===== config.mk =====
export PLATFORM = sky130hd
export DESIGN_NAME = tlb_miss_queue
export DESIGN_NICKNAME = d
export VERILOG_FILES = /design/src/rtl/tlb_miss_queue_pkg.sv /design/src/rtl/tlb_miss_queue_fifo.sv /design/src/rtl/tlb_miss_queue.sv
export SDC_FILE = /design/constraint.sdc
export NUM_CORES = 1
export LEC_CHECK = 0
export BUFFER_PORTS_ARGS = -buffer_cell sky130_fd_sc_hd__buf_2
export CELL_PAD_IN_SITES_DETAIL_PLACEMENT = 0
export CELL_PAD_IN_SITES_GLOBAL_PLACEMENT = 1
export CORE_MARGIN = 2
export CORE_UTILIZATION = 49
export CTS_BUF_LIST = sky130_fd_sc_hd__clkbuf_8
export DETAILED_ROUTE_END_ITERATION = 8
export HOLD_SLACK_MARGIN = 0.1
export PLACE_DENSITY = 0.85
export SETUP_SLACK_MARGIN = 0.4
export SLEW_MARGIN = 20
export SYNTH_ARGS = -nofsm -noshare
export SYNTH_HDL_FRONTEND = slang
export SYNTH_SLANG_ARGS = --single-unit

===== constraint.sdc =====
create_clock -name clk -period 7.8 [get_ports clk]
set_input_delay 0.78 -clock clk [delete_from_list [all_inputs] [get_ports clk]]
set_output_delay 0.78 -clock clk [all_outputs]
set_load 0.05 [all_outputs]

===== src/rtl/tlb_miss_queue_pkg.sv =====
// Shared types and constants for the TLB miss queue: entry layout, attribute
// bit positions and the 16 KB even/odd page key used for duplicate suppression.
package tlb_miss_queue_pkg;

  localparam int MAX_ADDR_W   = 64;
  localparam int ATTR_W       = 4;
  localparam int ATTR_VM      = 3;
  localparam int PERMREQ_CODE = 0;
  localparam int PERMREQ_W    = 1;
  localparam int PAGE_LO      = 14;
  localparam int KEY_W        = MAX_ADDR_W - PAGE_LO + 1;

  typedef struct packed {
    logic [MAX_ADDR_W-1:0] addr;
    logic [ATTR_W-1:0]     attr;
    logic                  inv;
    logic                  code;
  } miss_entry_t;

  // Key of the even/odd page pair the walker fills, qualified by the VM bit.
  function automatic logic [KEY_W-1:0] page_key(input miss_entry_t e);
    return {e.addr[MAX_ADDR_W-1:PAGE_LO], e.attr[ATTR_VM]};
  endfunction

endpackage


===== src/rtl/tlb_miss_queue_fifo.sv =====
// Circular buffer of data misses with flush, occupancy count and a per-entry
// page-key compare used to drop duplicate misses on arrival.
module tlbmq_fifo
  import tlb_miss_queue_pkg::*;
#(
  parameter int DEPTH = 4,
  localparam int PTR_W = $clog2(DEPTH)
) (
  input  logic              clk,
  input  logic              rst,
  input  logic              flush,
  input  logic              push,
  input  miss_entry_t       push_data,
  input  logic              pop,
  output miss_entry_t       head,
  output logic [PTR_W:0]    count,
  input  logic [KEY_W-1:0]  cmp_key,
  input  logic              cmp_code,
  output logic [DEPTH-1:0]  hit
);

  localparam logic [PTR_W:0] FULL_CNT = (PTR_W+1)'(DEPTH);

  miss_entry_t       mem [DEPTH];
  logic [DEPTH-1:0]  vld;
  logic [PTR_W-1:0]  rd_ptr;
  logic [PTR_W-1:0]  wr_ptr;
  logic [PTR_W:0]    cnt;
  logic              do_push;
  logic              do_pop;

  assign do_push = push && (cnt != FULL_CNT);
  assign do_pop  = pop && (cnt != '0);
  assign head    = mem[rd_ptr];
  assign count   = cnt;

  always_ff @(posedge clk) begin
    if (rst || flush) begin
      rd_ptr <= '0;
      wr_ptr <= '0;
      cnt    <= '0;
      vld    <= '0;
    end else begin
      // rd_ptr and wr_ptr only coincide when empty or full, so the two
      // valid-bit updates below never target the same slot.
      if (do_push) begin
        vld[wr_ptr] <= 1'b1;
        wr_ptr      <= wr_ptr + 1'b1;
      end
      if (do_pop) begin
        vld[rd_ptr] <= 1'b0;
        rd_ptr      <= rd_ptr + 1'b1;
      end
      cnt <= cnt + (PTR_W+1)'(do_push) - (PTR_W+1)'(do_pop);
    end
  end

  always_ff @(posedge clk) begin
    if (do_push && !rst && !flush) begin
      mem[wr_ptr] <= push_data;
    end
  end

  for (genvar i = 0; i < DEPTH; i++) begin : g_cmp
    assign hit[i] = vld[i] && (page_key(mem[i]) == cmp_key) && (mem[i].code == cmp_code);
  end

endmodule


===== src/rtl/tlb_miss_queue.sv =====
// Collects data and code TLB misses, suppresses duplicates of pages already
// pending, and hands them one at a time to the page walker.
module tlb_miss_queue
  import tlb_miss_queue_pkg::*;
#(
  parameter int DEPTH  = 4,
  parameter int ADDR_W = 48
) (
  input  logic                 clk,
  input  logic                 rst,
  input  logic                 except,
  input  logic                 dmiss_en,
  input  logic [ADDR_W-1:0]    dmiss_addr,
  input  logic [ATTR_W-1:0]    dmiss_attr,
  input  logic                 dmiss_inv,
  output logic                 dmiss_can,
  input  logic                 cmiss_en,
  input  logic [ADDR_W-1:0]    cmiss_addr,
  input  logic [ATTR_W-1:0]    cmiss_attr,
  output logic                 cmiss_can,
  output logic                 walk_en,
  input  logic                 walk_can,
  output logic [ADDR_W-1:0]    walk_addr,
  output logic [ATTR_W-1:0]    walk_attr,
  output logic                 walk_inv,
  output logic [PERMREQ_W-1:0] walk_permReq,
  input  logic                 walk_done,
  output logic                 busy
);

  localparam int PTR_W = $clog2(DEPTH);
  localparam logic [PTR_W:0] FULL_CNT = (PTR_W+1)'(DEPTH);

  // Walker handshake: walk_en with walk_* is held stable until walk_can is
  // seen high; that cycle transfers the entry and walk_en drops next cycle.

  miss_entry_t      d_in, c_in, fifo_head, cand;
  miss_entry_t      code_ent, walk_ent, infl_ent;
  logic             code_vld, walk_en_q, infl_vld;
  logic [PTR_W:0]   fifo_cnt;
  logic [DEPTH-1:0] fifo_hit;
  logic [KEY_W-1:0] d_key, c_key, infl_key, code_key;
  logic             d_acc, c_acc, d_dup, c_dup, d_push, c_load;
  logic             walk_pop, issue_ok, cand_vld, issue;

  always_comb begin
    d_in      = '0;
    d_in.addr = MAX_ADDR_W'(dmiss_addr);
    d_in.attr = dmiss_attr;
    d_in.inv  = dmiss_inv;
    d_in.code = 1'b0;
    c_in      = '0;
    c_in.addr = MAX_ADDR_W'(cmiss_addr);
    c_in.attr = cmiss_attr;
    c_in.inv  = 1'b0;
    c_in.code = 1'b1;
  end

  assign d_key    = page_key(d_in);
  assign c_key    = page_key(c_in);
  assign infl_key = page_key(infl_ent);
  assign code_key = page_key(code_ent);

  assign dmiss_can = (fifo_cnt != FULL_CNT);
  assign cmiss_can = !code_vld;

  assign d_acc = dmiss_en && dmiss_can && !except;
  assign c_acc = cmiss_en && cmiss_can && !except;

  // FIFO entries are all data misses, so a code miss can only repeat the
  // in-flight walk; invalidates are always kept.
  assign d_dup = !d_in.inv && (
                   (infl_vld && infl_ent.code == d_in.code && infl_key == d_key) ||
                   (|fifo_hit) ||
                   (code_vld && code_ent.code == d_in.code && code_key == d_key) ||
                   (c_acc && c_in.code == d_in.code && c_key == d_key));
  assign c_dup = !c_in.inv && infl_vld && infl_ent.code && (infl_key == c_key);

  assign d_push = d_acc && !d_dup;
  assign c_load = c_acc && !c_dup;

  assign walk_pop = walk_en_q && walk_can;
  assign issue_ok = !walk_en_q && (!infl_vld || walk_done) && !except;

  // Incoming misses bypass straight to the walker when their slot is empty,
  // while still being stored so they leave on acceptance like any other.
  always_comb begin
    cand     = code_ent;
    cand_vld = 1'b1;
    if (code_vld) begin
      cand = code_ent;
    end else if (c_load) begin
      cand = c_in;
    end else if (fifo_cnt != '0) begin
      cand = fifo_head;
    end else if (d_push) begin
      cand = d_in;
    end else begin
      cand_vld = 1'b0;
    end
  end

  assign issue = issue_ok && cand_vld;

  tlbmq_fifo #(.DEPTH(DEPTH)) u_fifo (
    .clk       (clk),
    .rst       (rst),
    .flush     (except),
    .push      (d_push),
    .push_data (d_in),
    .pop       (walk_pop && !walk_ent.code),
    .head      (fifo_head),
    .count     (fifo_cnt),
    .cmp_key   (d_key),
    .cmp_code  (d_in.code),
    .hit       (fifo_hit)
  );

  always_ff @(posedge clk) begin
    if (rst) begin
      infl_vld  <= 1'b0;
      infl_ent  <= '0;
      walk_en_q <= 1'b0;
      walk_ent  <= '0;
      code_vld  <= 1'b0;
      code_ent  <= '0;
    end else begin
      if (walk_pop) begin
        infl_vld <= 1'b1;
        infl_ent <= walk_ent;
      end else if (walk_done) begin
        infl_vld <= 1'b0;
      end

      if (issue) begin
        walk_en_q <= 1'b1;
        walk_ent  <= cand;
      end else if (walk_pop || except) begin
        walk_en_q <= 1'b0;
      end

      if (except) begin
        code_vld <= 1'b0;
      end else if (walk_pop && walk_ent.code) begin
        code_vld <= 1'b0;
      end else if (c_load) begin
        code_vld <= 1'b1;
        code_ent <= c_in;
      end
    end
  end

  always_comb begin
    walk_permReq               = '0;
    walk_permReq[PERMREQ_CODE] = walk_ent.code;
  end

  assign walk_en   = walk_en_q;
  assign walk_addr = walk_ent.addr[ADDR_W-1:0];
  assign walk_attr = walk_ent.attr;
  assign walk_inv  = walk_ent.inv;
  assign busy      = infl_vld || walk_en_q || code_vld || (fifo_cnt != '0);

endmodule

; Yosys cells after proc, flatten, opt, wreduce, memory -nomap -nowiden
; Memory sizes are Yosys's and may differ from the RTL's. A register that Yosys moved wholly into a read port is not among the register bits.
; Index checks and enable logic that the tools add are counted.
[totals]
elab_cells = 124
ram_bits = 212
regBits = 206
n_memories = 1
[memory_table]
columns = name, depth, word_bits, rd, rd_ports_with_merged_regs, write_ports, line_no
row1 = u_fifo.mem, 4, 53, 5, 1, 1, tlb_miss_queue_fifo.sv:24  ; miss_entry_t mem [DEPTH];
[classes]
addsub = 4
n_lt_le_gt_ge = 4
n_mux = 23
bitwise_logic = 11
eq_ne = 8
n_reduce_logical = 56
[ops]
columns = op, n
row1 = $eq A51 B35 Y1, 6
row2 = $mux W70, 3
row3 = $mux W54, 1
row4 = $eq A35 B35 Y1, 1
row5 = $logic_and A1 B1 Y1, 33
row6 = $mux W1, 12
row7 = $mux W4, 3
row8 = $logic_not A1 Y1, 9
row9 = $logic_or A1 B1 Y1, 8
row10 = $lt A2 B3 Y1 const B, 2
row11 = $add A2 B1 Y2 const B, 2
row12 = $and A4 B4 Y4, 1
row13 = $demux W1 S2, 2
row14 = $ge A2 B1 Y1 const B, 2
row15 = $mux W2, 2
row16 = $not A1 Y1, 4
row17 = $not A1 Y1 const A, 4
row18 = $not A4 Y4, 1
row19 = $or A4 B4 Y4, 1
row20 = $reduce_bool A2 Y1, 2
row21 = $reduce_or A4 Y1, 1
row22 = $add A3 B1 Y3, 1
row23 = $ne A3 B3 Y1 const B, 1
row24 = $reduce_and A3 Y1, 1
row25 = other kinds (3), 3

; Depth between registers and ports, before layout
; Gate-level depths: netlist of run 1.
; An unclocked memory read counts as a cell.
[logic_depth]
depth_word = 16
ltp_mapped = 15
depth_no_buf = 13

; Cells and area by module
; From an unflattened synthesis of run 1, not the netlist that was laid out.
[unflattened]
cells_unflattened = 1886
hier_area_um2 = 22771.8
[modules_own_cells]
columns = mod, area_per_inst_um2, cells_each, instances
row1 = tlbmq_fifo, 13198.9, 759, 1
row2 = tlb_miss_queue, 9572.9, 1127, 1

; Least setup slack after synthesis of run 1
; OpenSTA, ideal clock, no wires.
[synth_timing]
kind = input-to-reg
from = in dmiss_addr[41]
to = mem u_fifo.mem[0][0] (netlist bit), enable pin
arrival_ns = 6.194
slack_ns = 1.065
required_ns = 7.260
cell_stages = 9
path_buffers = 2
cell_sequence = buf_2 xor2_1 nor4_1 nand4_1 nor4_1 nor3_1 a21oi_4 buf_6 nor3b_1
[synth_between]
elab_chain_cells = 14
word_cells_on_any_way = 27
cone_classes = 6 x eq/ne / 2 x mux / 19 x reduce/logical
[synth_rtl]
columns = item, line_no
row1 = start: declaration, tlb_miss_queue.sv:13  ; input logic [ADDR_W-1:0] dmiss_addr,
row2 = $eq A51 B35 Y1, tlb_miss_queue_fifo.sv:65  ; assign hit[i] = vld[i] && (page_key(mem[i]) == cmp_key) && (mem[i].code == cmp_code);
row3 = $logic_and A1 B1 Y1 (2 in series), tlb_miss_queue_fifo.sv:65
row4 = $reduce_or A4 Y1, tlb_miss_queue.sv:74  ; (|fifo_hit) ||
row5 = $logic_or A1 B1 Y1, tlb_miss_queue.sv:73  ; (infl_vld && infl_ent.code == d_in.code && infl_key == d_key) ||
row6 = $logic_or A1 B1 Y1 *, tlb_miss_queue.sv:74
row7 = $logic_and A1 B1 Y1 *, tlb_miss_queue.sv:72  ; assign d_dup = !d_in.inv && (
row8 = $logic_not A1 Y1 *, tlb_miss_queue.sv:79  ; assign d_push = d_acc && !d_dup;
row9 = $logic_and A1 B1 Y1 *, tlb_miss_queue.sv:79
row10 = $logic_and A1 B1 Y1 *, tlb_miss_queue_fifo.sv:32  ; assign do_push = push && (cnt != FULL_CNT);
row11 = $logic_and A1 B1 Y1 * (2 in series), tlb_miss_queue_fifo.sv:59  ; if (do_push && !rst && !flush) begin
row12 = $mux W1 *, tlb_miss_queue_fifo.sv:59
row13 = $mux W1 (implied by the code) *, tlb_miss_queue_fifo.sv:60  ; mem[wr_ptr] <= push_data;
row14 = end: declaration, tlb_miss_queue_fifo.sv:24
; Every way passes the cells marked *; elsewhere a longest branch is shown, timed or not.

; Final worst setup path of run 1
[layout_timing]
from = reg infl_vld
to = reg code_ent[36] (netlist bit)
[layout_between]
elab_chain_cells = 5
[layout_rtl]
columns = item, line_no
row1 = start: declaration, tlb_miss_queue.sv:39  ; logic code_vld, walk_en_q, infl_vld;
row2 = start signal: assignment, tlb_miss_queue.sv:121  ; infl_vld <= 1'b0;
row3 = start signal: assignment, tlb_miss_queue.sv:129  ; infl_vld <= 1'b1;
row4 = start signal: assignment, tlb_miss_queue.sv:132  ; infl_vld <= 1'b0;
row5 = $logic_and A1 B1 Y1 (2 in series), tlb_miss_queue.sv:77  ; assign c_dup = !c_in.inv && infl_vld && infl_ent.code && (infl_key == c_key);
row6 = $logic_not A1 Y1, tlb_miss_queue.sv:80  ; assign c_load = c_acc && !c_dup;
row7 = $logic_and A1 B1 Y1, tlb_miss_queue.sv:80
row8 = $reduce_and A3 Y1 (no source line), --
row9 = end signal: assignment, tlb_miss_queue.sv:148  ; code_ent <= c_in;
row10 = end: declaration, tlb_miss_queue.sv:38  ; miss_entry_t code_ent, walk_ent, infl_ent;
; Every way passes these cells.
; A chain may end at the register's enable or synchronous reset.

==> results by group, run 1 <==
Run status
  • Outcome: finished, final reports clean

Worst hold path
  • Hold path startpoint: dmiss_addr[13]
  • Hold depth: 1
  • Hold Path Class: in2reg
  • Hold EP: u_fifo.mem[3][18]$_DFFE_PP_

GRT
  • Total congestion overflow: 0
  • Global-route wire length before repair: 90000 um
  • Initial antenna violation count: 3
  • Largest net degree at the start of global routing: 89
  • GRT Util Overall: 0.306
  • Vias in the first global route: 14.4k

STA
  • Max-slew violations: 0
  • Setup TNS: 0 ns
  • Rel. slew slack: 0.256
  • Slew @ Worst Pin: 1.11 ns
  • FMAX: 0.240 GHz
  • Fin crit share: 0.535
  • Final setup vio count: 0
  • Hold Vio Cnt, Final: 0
  • Minimum clock period: 4.17 ns
  • RSZ-0062 raised after global routing: no
  • Clock Skews: 0.0269 ns

Die
  • Core area: 0.0378 mm^2
  • Row count: 71
  • Die area: 0.0399 mm^2
  • Die width: 200 um
  • Starting Density: 0.498
  • Die height: 200 um
  • I/O Pins: 170

CTS
  • CTS Buf Count: 61
  • Total setup buffers inserted after CTS: 0
  • Bufs on Longest Clock Path: 3
  • Hold-fix buffers, CTS: 0
  • CTS tree: yes
  • Post-cts resize count: 0
  • Reg clk slew, reported paths: 0.07 ns
  • CTS root buf: clkbuf_8
  • CTS H-tree lvls: 2
  • Clock Sinks: 371
  • Clock Latency Late Sink: 0.68 ns

Yosys
  • Ys Warns: 0
  • Avg Cell Area, Syn: 10.8 um^2
  • Post-synthesis register bit count: 371
  • Async SR Flop Fraction: 0
  • Most common cell in the netlist: nand2_1
  • Sequential share of the synthesized area: 0.508
  • Post-synth top area cell: edfxtp_1
  • Synth top area cells: edfxtp_1 34%, dfxtp_1 17%, mux4_2 6.4%, xor2_1 5.8%, xnor2_1 5.7%
  • Post-synth top cells: 223 x nand2_1, 212 x edfxtp_1, 159 x dfxtp_1
  • Synthesized Nets: 1864
  • Number of distinct library cells after synthesis: 54
  • Post-synth EDFFs: 212
  • Yosys top cell area share: 0.339
  • Syn Std Cell Area: 0.0188 mm^2
  • Primary flip-flop cell chosen by synthesis mapping: edfxtp_1
  • Gate Count Post-Synth: 1741

Critical path
  • R2R cell count: 10
  • Crit path DAT: 4.75 ns
  • Worst-path fanout max: 42
  • Critical R2R Launch: infl_vld$_SDFFE_PP0P_
  • Worst Path Class, Setup: reg2reg
  • R2r setup slk: 3.63 ns
  • Critical path launch point type: flop
  • Worst Setup End Kind: flop
  • Critical path data required time: 8.38 ns
  • Worst flop-to-flop path endpoint: code_ent[36]$_SDFFE_PP0P_

Power
  • Power Density: 226 mW/mm^2
  • Pleak: 7.40 nW
  • Switching pwr: 1.39 mW
  • Switch share: 0.290
  • Comb power frac: 0.149
  • Clock power frac: 0.394
  • Peak VDD IR: 154 uV
  • Pint: 3.41 mW
  • Reg power frac: 0.457

Cells and area
  • Fraction of layout instances using a drive strength above 1: 0.194
  • Core Util, Final: 0.563
  • Area grow syn2layout: 13.0%
  • Fillers: 3234
  • Final net count: 1973

Route
  • Routed Wire Length: 61500 um
  • DR vias: 15.1k
  • 1st-iter DRT viols: 1964
  • Router iterations before antenna repair: 8
  • DRC viols: 0
  • Via/cell ratio: 6.24
  • WL per Instance: 25.5 um
  • ANT nets after route: 0

Placed design
  • IO Port Bufs: 169
  • Placer Congestion: 0.937
  • Detailed placer's ending HPWL: 41200 um

Run
  • Max Cap Viol: 0
==> sequential cells by signal (all words and copies together) (netlist names), named ones only <==
name / count
u_fifo.mem: 212
code_ent: 53
walk_addr: 48
infl_ent: 36
u_fifo.vld: 4
walk_attr: 4
u_fifo.count: 3
u_fifo.rd_ptr: 2
u_fifo.wr_ptr: 2
code_vld: 1
infl_vld: 1
walk_en: 1
walk_inv: 1
walk_permReq: 1
==> how the worst max path moves through the flow <==
stage / startpoint / endpoint / slack (ns) / depth (start not counted)
3_5_place_dp: dmiss_addr[29] / walk_addr[4]$_SDFFE_PP0P_ / 3.12 / 9
5_1_grt: infl_vld$_SDFFE_PP0P_ / code_ent[34]$_SDFFE_PP0P_ / 3.45 / 10
2_1_floorplan: dmiss_addr[41] / u_fifo.mem[0][0]$_DFFE_PP_ / 1.07 / 9
4_1_cts: infl_vld$_SDFFE_PP0P_ / code_ent[35]$_SDFFE_PP0P_ / 3.70 / 10
6_report: infl_vld$_SDFFE_PP0P_ / code_ent[36]$_SDFFE_PP0P_ / 3.63 / 10
3_3_place_gp: dmiss_addr[37] / walk_addr[12]$_SDFFE_PP0P_ / 3.21 / 9
==> cell usage in the layout (no fill, tap or decap), types with 19 or more instances in the layout <==
master,count
nand2_1,222
edfxtp_1,212
buf_2,168
dfxtp_1,157
a21oi_1,146
xor2_1,124
xnor2_1,123
nand3_1,91
clkbuf_8,74
o21ai_0,70
mux4_2,53
nor3_1,39
nand4_1,36
nor4_1,35
mux2i_1,35
a311oi_1,34
nor2_1,32
buf_4,30
inv_1,28
o31ai_1,20
o211ai_1,19
==> critical path, stage by stage (launching register included) <==
cell     delay [ns]
dfxtp_1        0.47
nand2_1        0.14
or4_1          0.55
nor4_2         0.33
nand3_2        0.56
buf_4          0.52
and2_1         0.26
nand2_2        0.45
buf_4          0.51
nand2_1        0.11
a21oi_1        0.16
==> logic make-up (layout without fill, tap and decap cells) <==
family	after synthesis	in the layout	synth area share
buffers and inverters	166	328	0.0408
other	0	3	0
multiplexers	88	88	0.0821
flip-flops	371	371	0.508
XOR/XNOR	247	247	0.115
AO/OA/AOI/OAI	351	351	0.116
AND/OR/NAND/NOR	507	507	0.130
adder cells (fa/ha/maj)	11	11	0.00772
==> per-stage QoR <==
stage / std cells / power, mW / instance area (um^2) / setup slack (ns) / hold WS (ns)
6_report: 2417 / 4.79 / 21200 / 3.63 / 0.361
5_1_grt: 2417 / 4.94 / 21200 / 3.45 / 0.336
4_1_cts: 2414 / 4.80 / 21200 / 3.70 / 0.318
3_5_place_dp: 2298 / 2.93 / 19900 / 3.12 / 0.458
3_3_place_gp: 2298 / 2.92 / 19900 / 3.21 / 0.454
2_1_floorplan: 1741 / 2.70 / 18800 / 1.07 / 0.436
==> layout make-up <==
| class | instances | area (um^2) | share of cell area |
|---|---|---|---|
| sequential | 371 | 9550 | 0.450 |
| multi-input combinational | 1204 | 8560 | 0.403 |
| timing repair buffer | 198 | 1070 | 0.0502 |
| clock buffer | 74 | 1020 | 0.0479 |
| tap | 511 | 639 | 0.0301 |
| clock inverter | 42 | 350 | 0.0165 |
| inverter | 14 | 52.6 | 0.00247 |
| antenna | 3 | 7.51 | 0.000353 |
==> metal layers <==
| layer | vias up | wire length, um | global-route usage |
|---|---|---|---|
| li1 | 6632 | - | - |
| met1 | 7293 | 24600 | 0.423 |
| met2 | 992 | 27300 | 0.467 |
| met4 | 0 | 2820 | 0.133 |
| met3 | 170 | 6770 | 0.0655 |
| met5 | - | 0 | 0 |
==> power groups by stage <==
stage / combinational, mW / sequential (mW) / clock (mW)
4_1_cts: 0.702 / 2.19 / 1.91
3_3_place_gp: 0.693 / 2.23 / 0
2_1_floorplan: 0.356 / 2.34 / 0
5_1_grt: 0.754 / 2.20 / 1.99
3_5_place_dp: 0.699 / 2.23 / 0
6_report: 0.713 / 2.19 / 1.89
(Power assumes the default switching activity.)
==> inputs of run 2 (changes only) <==
--- a/config.mk
+++ b/config.mk
@@ -9,11 +9,11 @@
 export CELL_PAD_IN_SITES_DETAIL_PLACEMENT = 0
 export CELL_PAD_IN_SITES_GLOBAL_PLACEMENT = 1
 export CORE_MARGIN = 2
-export CORE_UTILIZATION = 49
+export CORE_UTILIZATION = 45
 export CTS_BUF_LIST = sky130_fd_sc_hd__clkbuf_8
 export DETAILED_ROUTE_END_ITERATION = 8
 export HOLD_SLACK_MARGIN = 0.1
-export PLACE_DENSITY = 0.85
+export PLACE_DENSITY = 0.82
 export SETUP_SLACK_MARGIN = 0.4
 export SLEW_MARGIN = 20
 export SYNTH_ARGS = -nofsm -noshare
==> constraint.sdc (replaced) <==
create_clock -name clk -period 3.4 [get_ports clk]
set_input_delay 0.34 -clock clk [delete_from_list [all_inputs] [get_ports clk]]
set_output_delay 0.34 -clock clk [all_outputs]
set_load 0.05 [all_outputs]
==> results by group, run 2 (same netlist as run 1, synthesis figures left out) <==
Run status
  • Outcome: finished, final reports clean

Route
  • Met2 wire length: 30500 um
  • 1st-iter DRT viols: 2334
  • Met1 wire length: 26200 um
  • Top Layer Used: met5
  • DRC viols: 0
  • ANT nets after route: 0
  • Met3 WL: 7610 um
  • Routed Wire Length: 67300 um
  • DR vias: 15.9k
  • WL per Instance: 26.1 um
  • Router iterations before antenna repair: 8
  • Via/cell ratio: 6.16

Run
  • Max Cap Viol: 0

GRT
  • Initial antenna violation count: 1
  • Total congestion overflow: 0
  • Vias in the first global route: 15.4k
  • Largest net degree at the start of global routing: 75
  • Global-route wire length before repair: 97800 um
  • GRT Util Overall: 0.299

STA
  • Clock Skews: 0.0348 ns
  • FMAX: 0.332 GHz
  • Fin crit share: 0.885
  • Minimum clock period: 3.01 ns
  • Hold Vio Cnt, Final: 0
  • Max-slew violations: 0
  • RSZ-0062 raised after global routing: yes
  • Slew @ Worst Pin: 1.08 ns
  • Worst Slack Setup Final: 0.392 ns
  • Rel. slew slack: 0.281
  • Final setup vio count: 0
  • Setup TNS: 0 ns

CTS
  • CTS tree: yes
  • CTS H-tree lvls: 3
  • Clock Latency Late Sink: 0.63 ns
  • Bufs on Longest Clock Path: 3
  • CTS Buf Count: 66
  • Clock Sinks: 371
  • Reg clk slew, reported paths: 0.06 ns
  • CTS root buf: clkbuf_8

Die
  • I/O Pins: 170
  • Core area: 0.0410 mm^2
  • Row count: 74
  • Die area: 0.0434 mm^2
  • Die height: 208 um
  • Die width: 208 um
  • Starting Density: 0.458

Critical path
  • Slowest cell on crit path: dlygate4sd3_1
  • Worst Path Class, Setup: in2reg
  • Worst-path fanout max: 16
  • Critical path data required time: 3.92 ns
  • Crit. Startpoint: dmiss_addr[29]
  • R2r setup slk: 0.41 ns
  • Crit path DAT: 3.53 ns
  • Critical path launch point type: input pin
  • R2R cell count: 12
  • Worst Setup End Kind: flop
  • Critical R2R Launch: u_fifo.mem[2][32]$_DFFE_PP_
  • Crit-path cells: dlygate4sd3_1 -> buf_2 -> xor2_1 -> nor4_1 -> nand4_1 -> nor4_1 -> buf_4 -> or4_1 -> buf_4 -> o21ai_4 -> buf_12 -> clkbuf_16 -> nor3_1 -> a311oi_1
  • Worst flop-to-flop path endpoint: walk_addr[29]$_SDFFE_PP0P_
  • CP endpoint: walk_addr[29]$_SDFFE_PP0P_
  • Slowest cell delay on critical path: 0.52 ns

Cells and area
  • Area grow syn2layout: 22.3%
  • Commonest non-fill, non-tap cell in the layout: nand2_1
  • Max FFs per register: 212
  • Core Util, Final: 0.560
  • Diode count: 0
  • Final net count: 2127
  • Fraction of layout instances using a drive strength above 1: 0.221
  • Commonest non-fill, non-tap cells in the layout: 221 x nand2_1, 212 x edfxtp_1, 163 x buf_2
  • Most flops, register: u_fifo.mem

Placed design
  • Pre-CTS WS: 0.0960 ns
  • Detailed placer's ending HPWL: 44800 um
  • IO Port Bufs: 169
  • Placer Congestion: 0.938

Worst hold path
  • Hold Path Class: in2reg

Power
  • Pleak: 8.14 nW
  • Pwr Total: 10.9 mW
  • Peak VDD IR: 348 uV
  • Power Density: 472 mW/mm^2
[run 2: per-stage QoR]
step	area [um^2]	hold WS, ns	std cells
floorplan	19000	0.436	1741
global route	23000	0.119	2581
global placement	20600	0.450	2372
CTS	22600	0.105	2569
finish	23000	0.138	2581
detailed placement	20600	0.457	2372
[run 2: layout make-up]
cell class	instances	area, um^2
Clock buffer	71	977
Clock inverter	42	221
Fill cell	3469	18000
Inverter	14	52.6
Multi-Input combinational cell	1206	8770
Sequential cell	371	9560
Tap cell	532	666
Timing Repair Buffer	345	2740
[run 2: worst min path at each step]
stage	start	endpoint	slack [ns]	cells past startpoint
after floorplan	code_ent[4]$_SDFFE_PP0P_	code_ent[4]$_SDFFE_PP0P_	0.44	2
final	except	walk_en$_SDFFE_PP0P_	0.14	4
after global routing	dmiss_addr[44]	u_fifo.mem[1][49]$_DFFE_PP_	0.12	1
after CTS	dmiss_addr[32]	u_fifo.mem[0][37]$_DFFE_PP_	0.11	1
after detailed placement	code_ent[4]$_SDFFE_PP0P_	code_ent[4]$_SDFFE_PP0P_	0.46	2
after global placement	code_ent[4]$_SDFFE_PP0P_	code_ent[4]$_SDFFE_PP0P_	0.45	2
[run 2: what timing repair did]
item | CTS | global route
cloned | 0 | 6
hold buffers | 83 | 0
gates resized for setup | 7 | 40
endpoints found under the hold margin | 168 | 0
pin swaps | 2 | 14
endpoints found under the setup margin | 12 | 222
setup buffers | 1 | 6
[run 2: per-layer routing]
metal  GRT usage  up-vias
met3      0.0501      177
met1       0.418     7695
met2       0.462     1100
met5           0        -
met4       0.126        2
li1            -     6930
[run 2: power by group]
group | switching [mW] | leakage (nW) | internal, mW
Combinational | 1.25 | 4.25 | 0.644
Sequential | 0.145 | 3.21 | 4.89
Clock | 1.86 | 0.677 | 2.06
[run 2: worst max-delay path, delay by kind of cell]
kind / cells / cell delay (ns)
AOI/OAI and AO/OA: 2 / 0.53
buffers and inverters: 6 / 1.37
xor gates and xnor gates: 1 / 0.35
and+or+nand+nor: 5 / 0.93
==> inputs of run 3 (changes only) <==
--- a/config.mk
+++ b/config.mk
@@ -5,11 +5,12 @@
 export SDC_FILE = /design/constraint.sdc
 export NUM_CORES = 1
 export LEC_CHECK = 0
+export ABC_AREA = 1
 export BUFFER_PORTS_ARGS = -buffer_cell sky130_fd_sc_hd__buf_2
 export CELL_PAD_IN_SITES_DETAIL_PLACEMENT = 0
 export CELL_PAD_IN_SITES_GLOBAL_PLACEMENT = 1
 export CORE_MARGIN = 2
-export CORE_UTILIZATION = 45
+export CORE_UTILIZATION = 42
 export CTS_BUF_LIST = sky130_fd_sc_hd__clkbuf_8
 export DETAILED_ROUTE_END_ITERATION = 8
 export HOLD_SLACK_MARGIN = 0.1
==> results by group, run 3 <==
Run status
  • Outcome: finished, final reports clean

Route
  • Routed Wire Length: 82800 um
  • WL per Instance: 24.7 um
  • Router iterations before antenna repair: 7
  • DR vias: 19.2k
  • ANT nets after route: 0
  • DRC viols: 0
  • 1st-iter DRT viols: 2099
  • Via/cell ratio: 5.73

Die
  • Core area: 0.0453 mm^2
  • Die width: 218 um
  • Starting Density: 0.425
  • Row count: 78
  • I/O Pins: 170
  • Die height: 218 um
  • Die area: 0.0475 mm^2

Critical path
  • Worst flop-to-flop path endpoint: walk_addr[3]$_SDFFE_PP0P_
  • Crit path DAT: 3.50 ns
  • Most common cell on crit path: nand2_1
  • Critical path data required time: 3.98 ns
  • Critical R2R Launch: infl_ent[42]$_SDFFE_PP0P_
  • R2r setup slk: 0.49 ns
  • Worst Path Class, Setup: in2reg
  • Critical path launch point type: input pin
  • Slowest cell on crit path: dlygate4sd3_1
  • Crit. Startpoint: dmiss_attr[3]
  • R2R cell count: 13
  • Worst Setup End Kind: flop
  • Crit-path cells: dlygate4sd3_1 -> buf_2 -> buf_4 -> xnor2_1 -> nand2_1 -> nor2_1 -> nand2_1 -> nor2_1 -> nand3_1 -> nand2_1 -> nor2_2 -> nand2_4 -> nand2_4 -> buf_12 -> o21ai_0 -> o21ai_0 -> a21o_1 -> a21oi_1
  • Worst-path fanout max: 38
  • Slowest cell delay on critical path: 0.57 ns

Worst hold path
  • Hold depth: 2
  • Hold EP: u_fifo.mem[1][49]$_DFFE_PP_
  • Hold path startpoint: dmiss_addr[44]
  • Hold Path Class: in2reg

Yosys
  • Gate Count Post-Synth: 2435
  • Syn Std Cell Area: 0.0192 mm^2
  • Synth top area cells: edfxtp_1 33%, dfxtp_1 17%, nand2_1 11%, o21ai_0 8.1%, a21oi_1 7.6%
  • Number of distinct library cells after synthesis: 43
  • Sequential share of the synthesized area: 0.496
  • Async SR Flop Fraction: 0
  • Yosys top cell area share: 0.331
  • Synthesized Nets: 2558
  • Primary flip-flop cell chosen by synthesis mapping: edfxtp_1
  • Avg Cell Area, Syn: 7.90 um^2
  • Post-synth EDFFs: 212
  • Ys Warns: 0
  • Most common cell in the netlist: nand2_1
  • Post-synthesis register bit count: 371
  • Post-synth top area cell: edfxtp_1
  • Post-synth top cells: 540 x nand2_1, 311 x o21ai_0, 291 x a21oi_1

GRT
  • Total congestion overflow: 0
  • Vias in the first global route: 18.1k
  • Largest net degree at the start of global routing: 98
  • GRT Util Overall: 0.341
  • Initial antenna violation count: 1
  • Global-route wire length before repair: 119000 um

CTS
  • CTS H-tree lvls: 3
  • Total setup buffers inserted after CTS: 0
  • CTS Buf Count: 68
  • Reg clk slew, reported paths: 0.06 ns
  • Clock Sinks: 371
  • CTS tree: yes
  • CTS root buf: clkbuf_8
  • Bufs on Longest Clock Path: 3
  • Clock Latency Late Sink: 0.67 ns

Power
  • Pint: 7.79 mW
  • Clock power frac: 0.377
  • Power Density: 483 mW/mm^2
  • Pleak: 9.95 nW
  • Comb power frac: 0.175
  • Switch share: 0.313
  • Pwr Total: 11.3 mW
  • Peak VDD IR: 365 uV
  • Switching pwr: 3.55 mW
  • Reg power frac: 0.447

STA
  • Max-slew violations: 0
  • FMAX: 0.343 GHz
  • Hold Vio Cnt, Final: 0
  • Slew @ Worst Pin: 1.01 ns
  • RSZ-0062 raised after global routing: yes
  • Rel. slew slack: 0.321
  • Clock Skews: 0.0357 ns
  • Fin crit share: 0.857
  • Final setup vio count: 0
  • Min Hold Slack: 0.139 ns
  • Minimum clock period: 2.91 ns

Placed design
  • Placer Congestion: 1.03
  • Detailed placer's ending HPWL: 57400 um
  • IO Port Bufs: 169

Cells and area
  • Fraction of layout instances using a drive strength above 1: 0.140
  • Diode count: 0
  • Most flops, register: u_fifo.mem
  • Final net count: 2827
  • Area grow syn2layout: 21.9%
  • Fillers: 4392
  • Footprint of the multi-input gates: 0.00818 mm^2
  • Commonest non-fill, non-tap cell in the layout: nand2_1
  • Max FFs per register: 212
  • Reg area: 0.00956 mm^2
  • Commonest non-fill, non-tap cells in the layout: 539 x nand2_1, 310 x o21ai_0, 291 x a21oi_1

Run
  • Max Cap Viol: 0
[run 3: cell count changes in the layout (fill, tap and decap cells not counted), sizes merged, moves of 31 or more]
cell	previous run	this run
xor2	124	24
inv	32	286
mux4	53	0
nor4	36	3
mux2i	35	1
o21ai	71	337
nor2	34	211
xnor2	123	39
nor3	42	8
a21oi	150	291
nand3	93	30
nand2	223	543
a311oi	34	0
o22ai	1	32
[run 3: layout make-up]
cell class              count  share of cell area
clock buffers              81              0.0475
clock inverters            41             0.00960
inverters                 262              0.0426
multi-input cells        1661               0.349
flip-flops and latches    371               0.407
well taps                 600              0.0320
repair buffers            340               0.112
[run 3: through the flow]
step | cell area (um^2) | worst slack [ns] | util | instances | setup TNS, ns
4_1_cts | 23300 | 0.423 | 0.514 | 3353 | 0
6_report | 23500 | 0.486 | 0.518 | 3356 | 0
2_1_floorplan | 19200 | -0.106 | - | 2435 | -22.53
5_1_grt | 23500 | 0.386 | 0.518 | 3356 | 0
3_5_place_dp | 20900 | 0.0826 | 0.462 | 3130 | 0
3_3_place_gp | 20900 | 0.0641 | 0.462 | 3130 | 0
[run 3: worst max-delay path by stage]
| stage | depth (start not counted) | to |
|---|---|---|
| 3_5_place_dp | 16 | walk_addr[32]$_SDFFE_PP0P_ |
| 6_report | 18 | walk_addr[27]$_SDFFE_PP0P_ |
| 4_1_cts | 15 | walk_addr[45]$_SDFFE_PP0P_ |
| 3_3_place_gp | 16 | walk_addr[32]$_SDFFE_PP0P_ |
| 2_1_floorplan | 10 | u_fifo.mem[0][0]$_DFFE_PP_ |
| 5_1_grt | 14 | walk_addr[29]$_SDFFE_PP0P_ |
[run 3: cell families after synthesis]
group | share of synthesized area
AND/OR/NAND/NOR | 0.172
AO/OA/AOI/OAI | 0.213
buffers and inverters | 0.0827
flip-flops | 0.496
XOR/XNOR | 0.0287
adder cells (fa/ha/maj) | 0.00754
multiplexers | 0.000520
[run 3: power groups by stage]
stage	combinational (mW)	sequential, mW	clock (mW)
3_3_place_gp	1.81	5.15	0
4_1_cts	1.92	5.06	4.32
3_5_place_dp	1.82	5.16	0
2_1_floorplan	0.872	5.36	0
6_report	1.99	5.07	4.28
5_1_grt	2.12	5.08	4.53
[run 3: worst max-delay path, delay by kind of cell]
kind	cells	cell delay [ns]
XOR/XNOR	1	0.29
AND/OR/NAND/NOR	9	0.97
buffers and inverters	4	1.11
AO/OA/AOI/OAI	4	0.76
[run 3: timing repair]
action / 4_1_cts / 5_1_grt
gates resized for setup: 3 / 27
gates cloned: 0 / 3
endpoints found under the setup margin: 214 / 279
hold buffers: 101 / 0
pin swaps: 0 / 4
hold endpoints to repair: 257 / 0
[run 3: metal layers]
| metal | share of wire | global-route usage |
|---|---|---|
| met1 | 0.39 | 0.430 |
| met2 | 0.46 | 0.559 |
| met3 | 0.091 | 0.0633 |
| met4 | 0.059 | 0.172 |
| met5 | 0.00019 | 0 |
